<file path="src/rtl/camera_mc_pkg.sv">
// camera_mc_pkg: register map, bit indices and config struct shared by the camera register interface
package camera_mc_pkg;

    localparam logic [4:0] ADDR_GLOB       = 5'd16;
    localparam logic [4:0] ADDR_LL         = 5'd17;
    localparam logic [4:0] ADDR_UR         = 5'd18;
    localparam logic [4:0] ADDR_SIZE       = 5'd19;
    localparam logic [4:0] ADDR_FILTER     = 5'd20;
    localparam logic [4:0] ADDR_POL        = 5'd21;
    localparam logic [4:0] ADDR_CTRL       = 5'd22;
    localparam logic [4:0] ADDR_IRQ_STATUS = 5'd23;
    localparam logic [4:0] ADDR_IRQ_EN     = 5'd24;

    localparam logic [1:0] RX_SADDR = 2'd0;
    localparam logic [1:0] RX_SIZE  = 2'd1;
    localparam logic [1:0] RX_CFG   = 2'd2;

    localparam int IRQ_FRAME_START = 0;
    localparam int IRQ_FRAME_END   = 1;
    localparam int IRQ_OVERFLOW    = 2;
    localparam int IRQ_COMMIT_DONE = 3;

    localparam int CTRL_COMMIT = 0;
    localparam int CTRL_FORCE  = 1;

    typedef struct packed {
        logic [31:0] glob;
        logic [31:0] ll;
        logic [31:0] ur;
        logic [31:0] size;
        logic [31:0] filter;
    } cam_cfg_t;

endpackage

</file>
<file path="src/rtl/camera_rx_ch_regs.sv">
// camera_rx_ch_regs: one uDMA RX channel's registers, enable/clear pulses and read mux
module camera_rx_ch_regs
    import camera_mc_pkg::*;
#(
    parameter int AW = 12,
    parameter int TW = 16
) (
    input  logic          clk_i,
    input  logic          rstn_i,
    input  logic          wr_i,
    input  logic [1:0]    reg_i,
    input  logic [31:0]   wdata_i,
    input  logic          en_i,
    input  logic          pending_i,
    input  logic [AW-1:0] curr_addr_i,
    input  logic [TW-1:0] bytes_left_i,
    output logic [AW-1:0] startaddr_o,
    output logic [TW-1:0] size_o,
    output logic [1:0]    datasize_o,
    output logic          continuous_o,
    output logic          en_o,
    output logic          clr_o,
    output logic [31:0]   rdata_o
);

    logic wr_cfg;
    logic unused_wdata;

    assign wr_cfg       = wr_i && (reg_i == RX_CFG);
    assign unused_wdata = ^wdata_i;

    always_ff @(posedge clk_i or negedge rstn_i) begin
        if (!rstn_i) begin
            startaddr_o  <= '0;
            size_o       <= '0;
            datasize_o   <= '0;
            continuous_o <= 1'b0;
            en_o         <= 1'b0;
            clr_o        <= 1'b0;
        end else begin
            en_o  <= wr_cfg && wdata_i[4];
            clr_o <= wr_cfg && wdata_i[6];
            if (wr_i && (reg_i == RX_SADDR))
                startaddr_o <= wdata_i[AW-1:0];
            if (wr_i && (reg_i == RX_SIZE))
                size_o <= wdata_i[TW-1:0];
            if (wr_cfg) begin
                datasize_o   <= wdata_i[2:1];
                continuous_o <= wdata_i[0];
            end
        end
    end

    always_comb
        rdata_o = (reg_i == RX_SADDR) ? 32'(curr_addr_i) :
                  (reg_i == RX_SIZE)  ? 32'(bytes_left_i) :
                  (reg_i == RX_CFG)   ? {26'h0, pending_i, en_i, 1'b0, datasize_o, continuous_o} :
                                        32'h0;

endmodule

</file>
<file path="src/rtl/camera_reg_if_mc.sv">
// camera_reg_if_mc: multi-channel uDMA camera register interface with frame-synchronised config commit
module camera_reg_if_mc
    import camera_mc_pkg::*;
#(
    parameter int L2_AWIDTH_NOAL = 12,
    parameter int TRANS_SIZE     = 16,
    parameter int NUM_CH         = 2
) (
    input  logic                               clk_i,
    input  logic                               rstn_i,
    input  logic [31:0]                        cfg_data_i,
    input  logic [4:0]                         cfg_addr_i,
    input  logic                               cfg_valid_i,
    input  logic                               cfg_rwn_i,
    output logic [31:0]                        cfg_data_o,
    output logic                               cfg_ready_o,
    output logic [NUM_CH*L2_AWIDTH_NOAL-1:0]   cfg_rx_startaddr_o,
    output logic [NUM_CH*TRANS_SIZE-1:0]       cfg_rx_size_o,
    output logic [NUM_CH*2-1:0]                cfg_rx_datasize_o,
    output logic [NUM_CH-1:0]                  cfg_rx_continuous_o,
    output logic [NUM_CH-1:0]                  cfg_rx_en_o,
    output logic [NUM_CH-1:0]                  cfg_rx_clr_o,
    input  logic [NUM_CH-1:0]                  cfg_rx_en_i,
    input  logic [NUM_CH-1:0]                  cfg_rx_pending_i,
    input  logic [NUM_CH*L2_AWIDTH_NOAL-1:0]   cfg_rx_curr_addr_i,
    input  logic [NUM_CH*TRANS_SIZE-1:0]       cfg_rx_bytes_left_i,
    input  logic                               cam_frame_start_i,
    input  logic                               cam_frame_end_i,
    input  logic                               cam_overflow_i,
    input  logic                               cfg_cam_ip_en_i,
    output logic [31:0]                        cfg_cam_cfg_o,
    output logic [31:0]                        cfg_cam_cfg_ll_o,
    output logic [31:0]                        cfg_cam_cfg_ur_o,
    output logic [31:0]                        cfg_cam_cfg_size_o,
    output logic [31:0]                        cfg_cam_cfg_filter_o,
    output logic                               cfg_cam_vsync_polarity_o,
    output logic                               cfg_cam_hsync_polarity_o,
    output logic                               irq_o
);

    cam_cfg_t    stg, act;
    logic [1:0]  pol;
    logic [3:0]  irq_status, irq_en, status_nxt, status_set, status_clr;
    logic        commit_pending, ctrl_set, ctrl_force, do_copy, wr;
    logic [31:0] ch_rdata [NUM_CH];
    logic [31:0] rx_rdata;

    assign wr          = cfg_valid_i && !cfg_rwn_i;
    assign cfg_ready_o = 1'b1;

    for (genvar g = 0; g < NUM_CH; g++) begin : g_ch
        camera_rx_ch_regs #(
            .AW (L2_AWIDTH_NOAL),
            .TW (TRANS_SIZE)
        ) u_ch (
            .clk_i        (clk_i),
            .rstn_i       (rstn_i),
            .wr_i         (wr && !cfg_addr_i[4] && (cfg_addr_i[3:2] == 2'(g))),
            .reg_i        (cfg_addr_i[1:0]),
            .wdata_i      (cfg_data_i),
            .en_i         (cfg_rx_en_i[g]),
            .pending_i    (cfg_rx_pending_i[g]),
            .curr_addr_i  (cfg_rx_curr_addr_i[g*L2_AWIDTH_NOAL +: L2_AWIDTH_NOAL]),
            .bytes_left_i (cfg_rx_bytes_left_i[g*TRANS_SIZE +: TRANS_SIZE]),
            .startaddr_o  (cfg_rx_startaddr_o[g*L2_AWIDTH_NOAL +: L2_AWIDTH_NOAL]),
            .size_o       (cfg_rx_size_o[g*TRANS_SIZE +: TRANS_SIZE]),
            .datasize_o   (cfg_rx_datasize_o[g*2 +: 2]),
            .continuous_o (cfg_rx_continuous_o[g]),
            .en_o         (cfg_rx_en_o[g]),
            .clr_o        (cfg_rx_clr_o[g]),
            .rdata_o      (ch_rdata[g])
        );
    end

    // Copying from staging with non-blocking semantics makes active take the pre-write value on a collision
    assign ctrl_set   = wr && (cfg_addr_i == ADDR_CTRL) && cfg_data_i[CTRL_COMMIT];
    assign ctrl_force = wr && (cfg_addr_i == ADDR_CTRL) && cfg_data_i[CTRL_FORCE];
    assign do_copy    = (commit_pending && (cam_frame_start_i || !cfg_cam_ip_en_i)) || ctrl_force;

    assign status_set = {do_copy, cam_overflow_i, cam_frame_end_i, cam_frame_start_i};
    assign status_clr = (wr && (cfg_addr_i == ADDR_IRQ_STATUS)) ? cfg_data_i[3:0] : 4'h0;
    assign status_nxt = (irq_status & ~status_clr) | status_set;

    always_ff @(posedge clk_i or negedge rstn_i) begin
        if (!rstn_i) begin
            stg            <= '0;
            act            <= '0;
            pol            <= '0;
            commit_pending <= 1'b0;
            irq_status     <= '0;
            irq_en         <= '0;
            irq_o          <= 1'b0;
        end else begin
            if (wr) begin
                case (cfg_addr_i)
                    ADDR_GLOB:   stg.glob   <= cfg_data_i;
                    ADDR_LL:     stg.ll     <= cfg_data_i;
                    ADDR_UR:     stg.ur     <= cfg_data_i;
                    ADDR_SIZE:   stg.size   <= cfg_data_i;
                    ADDR_FILTER: stg.filter <= cfg_data_i;
                    ADDR_POL:    pol        <= cfg_data_i[1:0];
                    ADDR_IRQ_EN: irq_en     <= cfg_data_i[3:0];
                    default: ;
                endcase
            end
            if (do_copy)
                act <= stg;
            commit_pending <= ctrl_set || (commit_pending && !do_copy);
            irq_status     <= status_nxt;
            irq_o          <= |(status_nxt & irq_en);
        end
    end

    always_comb begin
        rx_rdata = 32'h0;
        for (int i = 0; i < NUM_CH; i++)
            if (cfg_addr_i[3:2] == 2'(i))
                rx_rdata = ch_rdata[i];
    end

    always_comb begin
        cfg_data_o = 32'h0;
        case (cfg_addr_i)
            ADDR_GLOB:       cfg_data_o = {cfg_cam_ip_en_i, stg.glob[30:0]};
            ADDR_LL:         cfg_data_o = stg.ll;
            ADDR_UR:         cfg_data_o = stg.ur;
            ADDR_SIZE:       cfg_data_o = stg.size;
            ADDR_FILTER:     cfg_data_o = stg.filter;
            ADDR_POL:        cfg_data_o = {30'h0, pol};
            ADDR_CTRL:       cfg_data_o = {31'h0, commit_pending};
            ADDR_IRQ_STATUS: cfg_data_o = {28'h0, irq_status};
            ADDR_IRQ_EN:     cfg_data_o = {28'h0, irq_en};
            default:         cfg_data_o = cfg_addr_i[4] ? 32'h0 : rx_rdata;
        endcase
    end

    assign cfg_cam_cfg_o            = act.glob;
    assign cfg_cam_cfg_ll_o         = act.ll;
    assign cfg_cam_cfg_ur_o         = act.ur;
    assign cfg_cam_cfg_size_o       = act.size;
    assign cfg_cam_cfg_filter_o     = act.filter;
    assign cfg_cam_vsync_polarity_o = pol[0];
    assign cfg_cam_hsync_polarity_o = pol[1];

endmodule

</file>
<file path="config.mk">
export PLATFORM = sky130hd
export DESIGN_NAME = camera_reg_if_mc
export DESIGN_NICKNAME = d
export VERILOG_FILES = /design/src/rtl/camera_mc_pkg.sv /design/src/rtl/camera_rx_ch_regs.sv /design/src/rtl/camera_reg_if_mc.sv
export SDC_FILE = /design/constraint.sdc
export NUM_CORES = 1
export LEC_CHECK = 0
export BUFFER_PORTS_ARGS = -buffer_cell sky130_fd_sc_hd__buf_2
export CELL_PAD_IN_SITES_DETAIL_PLACEMENT = 1
export CELL_PAD_IN_SITES_GLOBAL_PLACEMENT = 1
export CORE_MARGIN = 8
export CORE_UTILIZATION = 42
export CTS_BUF_LIST = sky130_fd_sc_hd__clkbuf_8
export DETAILED_ROUTE_END_ITERATION = 16
export HOLD_SLACK_MARGIN = 0.05
export PLACE_DENSITY_LB_ADDON = 0.1
export SKIP_LAST_GASP = 1
export SYNTH_ARGS = -nofsm -noshare
export SYNTH_HDL_FRONTEND = slang
export SYNTH_HIERARCHICAL = 1
export SYNTH_SLANG_ARGS = --single-unit
</file>
<file path="constraint.sdc">
create_clock -name clk_i -period 1.52 [get_ports clk_i]
set_input_delay 0.152 -clock clk_i [delete_from_list [all_inputs] [get_ports clk_i]]
set_output_delay 0.152 -clock clk_i [all_outputs]
set_load 0.02 [all_outputs]
</file>
==> summary.md <==
| Metric | Value |
|---|---|
| Status | finished, violations left |
| Violated checks | setup timing |
| Syn Std Cell Area | 17,700 sq um |
| Synthesized area per cell | 14.5 sq um |
| DIE WIDTH | 221 microns |
| Reg2reg start | commit_pending |
| Global-route wire length before repair | 92.2 mm |
| Arr. time, crit path | 2300 ps |
| Routed Antenna Nets | 0 |
| Synth Area in Adders | 0 |
| RSZ-0062 raised after global routing | yes |
| Die Y | 221 microns |
| GRT overflow | 0 |
| Top cells by area, synth | dfrtp_1, mux2_2, mux2_4, mux2i_1, a22oi_1 |
| Reg2reg setup slack | -50 ps |
| Top cell type's share of synthesized area | 0.563 |
| Final setup fails | 76 |
| Required time of the critical path | 1370 ps |
| Area of the core | 41,800 sq um |
| Dpl hpwl | 40.4 mm |
| Synth Area in Simple Gates | 0.0444 |
| DIE AREA | 48,900 sq um |
| Layout Nets | 1,911 |
| WL final | 61.2 mm |
| PnR worst setup slack | -930 ps |
| Fill cells | 4,106 |
| Clk_lat worst skew | 610 ps |
| # DRC | 0 |
| Initial Util | 0.423 |
| Cells on worst reg2reg path | 6 |
| Post-synthesis compound-gate area fraction | 0.0478 |
| Post-synth EDFFs | 0 |
| Hold Vio Cnt, Final | 0 |
| Antenna violations before repair | 1 |
| H-tree levels | 3 |
| Max cap viols | 0 |
| Crit-path most repeated cell | mux2i_1 |
| Clock skew | 22.6 ps |
| I/O Buffers | 365 |
| Top-count cell post-synth | dfrtp_1 |
| Routed via count | 12.5k |
| Crit Path Max Fanout | 2 |
| Cells after Synth | 1,218 |
| Register area | 9960 sq um |
| Reg clk slew, reported paths | 60 ps |
| Multiplexer area fraction after synthesis | 0.299 |
| Xor and xnor area share after synthesis | 0 |
| Power Density | 1500 nW/um^2 |
| CP Capture Type | output pin |
| Wire length per cell | 25.6 microns |
| Rel. slew slack | 0.581 |
| Slowest-stage cell, CP | dfrtp_1 |
| Num CTS Buffers | 72 |
| Flops & latches, synth | 398 |
| Vias in the first global route | 14.4k |
| VDD IR-drop max | 774 uV |
| Fmax | 408 MHz |
| Boundary pin count | 367 |
| P&R area growth vs syn | 39.9% |
| Worst path max stage delay | 380 ps |
| Drt initial violations | 605 |
| DRT Pass-1 Iters | 4 |
| Hold Path Class | primary input to async pin |
| Main combinational cell family by area after synthesis | multiplexers |
| Crit path time final | 2450 ps |
| Yosys warning count | 6 |
| CP Launch Type | flop |
| Synth cell count leaders | dfrtp_1, mux2_2, mux2_4, a22oi_1, mux2i_1 |
| Sequential area share after synthesis | 0.563 |
| Vias per cell | 5.23 |
| Final Max Slew Viols | 0 |
| Final core utilization | 0.592 |
| Final worst path period share | 1.61 |
| Row count | 75 |
| Root buf cell | clkbuf_8 |
| Post-synth cell types | 52 |
| Pre-CTS setup slack | -628 ps |
| Worst Tran Pin Value | 627 ps |
| Setup CP Type | flop to output pin |
| Reg2Reg Capture Point | cfg_cam_cfg_filter_o[19] |
| ANT cells | 0 |
| Placer Congestion | 0.825 |
| Layout cells sized above 1 | 0.612 |
| CTS Buffer Depth | 3 |
| Fraction of registers with async set/reset | 1.00 |
| CTS tree | yes |
| Ys flop type | dfrtp_1 |
| Gr usage total | 0.246 |
| CTS sink count | 398 |
| Static leakage | 13.0 nW |
| Area occupied by multi-input gates | 7840 sq um |
| Largest net degree at the start of global routing | 48 |
| Crit path cell chain | mux2i_1 > o2bb2ai_1 > mux2i_1 > o32ai_2 > a2111oi_4 > nand2_1 > buf_6 |
| Yosys top cell by area | dfrtp_1 |
[how the worst max path moves through the flow]
stage	from	end	cells after the start
floorplan	cfg_addr_i[3]	g_ch[0].u_ch/startaddr_o[10]	6
global placement	cfg_addr_i[0]	cfg_data_o[1]	10
detailed placement	cfg_addr_i[0]	cfg_data_o[1]	10
CTS	g_ch[1].u_ch/datasize_o[0]	cfg_data_o[1]	8
global route	g_ch[1].u_ch/datasize_o[0]	cfg_data_o[1]	7
finish	g_ch[1].u_ch/datasize_o[0]	cfg_data_o[1]	7
[registers in the layout, summed over array words and instances (netlist names)]
signal                  count
irq_status                  4
stg                       160
g_ch.u_ch/datasize_o        4
cfg_cam_cfg_size_o         32
cfg_cam_cfg_filter_o       32
g_ch.u_ch/startaddr_o      24
g_ch.u_ch/size_o           32
cfg_cam_cfg_o              32
g_ch.u_ch/continuous_o      2
irq_en                      4
g_ch.u_ch/clr_o             2
commit_pending              1
cfg_cam_cfg_ur_o           32
g_ch.u_ch/en_o              2
pol                         2
irq_o                       1
cfg_cam_cfg_ll_o           32
[cell type report]
type                    count  share of cell area
well taps                 539              0.0273
repair buffers            591               0.192
multi-input cells         734               0.317
clock buffers              95              0.0529
flip-flops and latches    398               0.403
clock inverters            27             0.00693
inverters                   9             0.00137
[worst max-delay path, delay by kind of cell, from the launching register on]
family	cells	cell delay [ps]
flops	1	380
mux	2	420
compound gates	3	630
simple gates	1	110
buf+inv	1	160
[per-stage QoR]
step	TNS [ps]	instance area, sq um	power, mW	hold WS, ps	std cells
floorplan	-4090	18100	21.4	-144	1248
global placement	-138530	21200	26.0	121	2170
detailed placement	-151290	21200	26.2	120	2170
CTS	-14480	24300	37.1	103	2373
global route	-14260	24700	38.8	71.9	2393
finish	-9860	24700	37.0	86.3	2393
[report_power, final]
group | switching, mW | total, mW | internal, mW | leakage, nW
Sequential | 1.99 | 15.4 | 13.4 | 5.31
Combinational | 6.23 | 11.3 | 5.06 | 6.85
Clock | 4.41 | 10.3 | 5.89 | 0.828
Total | 12.6 | 37.0 | 24.4 | 13.0
[cell usage in the layout (no fill, tap or decap), types with 26 or more instances in the layout]
| master | instances |
|---|---|
| inv_1 | 26 |
| buf_2 | 327 |
| mux2_1 | 26 |
| a22oi_2 | 33 |
| dlygate4sd3_1 | 38 |
| dfrtp_1 | 398 |
| mux2_2 | 222 |
| buf_12 | 47 |
| a22oi_1 | 28 |
| mux2i_1 | 59 |
| conb_1 | 33 |
| mux2_4 | 141 |
| buf_4 | 111 |
| buf_6 | 47 |
| clkbuf_8 | 95 |
| nor2_1 | 48 |
[cell families after synthesis]
logic type / Yosys count
compound gates: 118
buf+inv: 116
flops: 398
mux: 449
other cells: 3
simple gates: 134
[metal layers]
metal	wire [microns]	track usage	up-vias
met5	12	0	-
met4	1540	0.0902	2
met3	4140	0.0758	83
met2	30100	0.406	364
met1	25300	0.300	6542
li1	-	-	5516
[timing repair]
item | in CTS | in global routing
resized for setup | 170 | 60
endpoints found under the setup margin | 35 | 167
pin swaps | 45 | 28
hold buffers | 39 | 0
setup buffers | 36 | 22
gates cloned | 8 | 6
hold endpoints to repair | 592 | 0
Note: power is estimated with default switching activity, not from simulation.
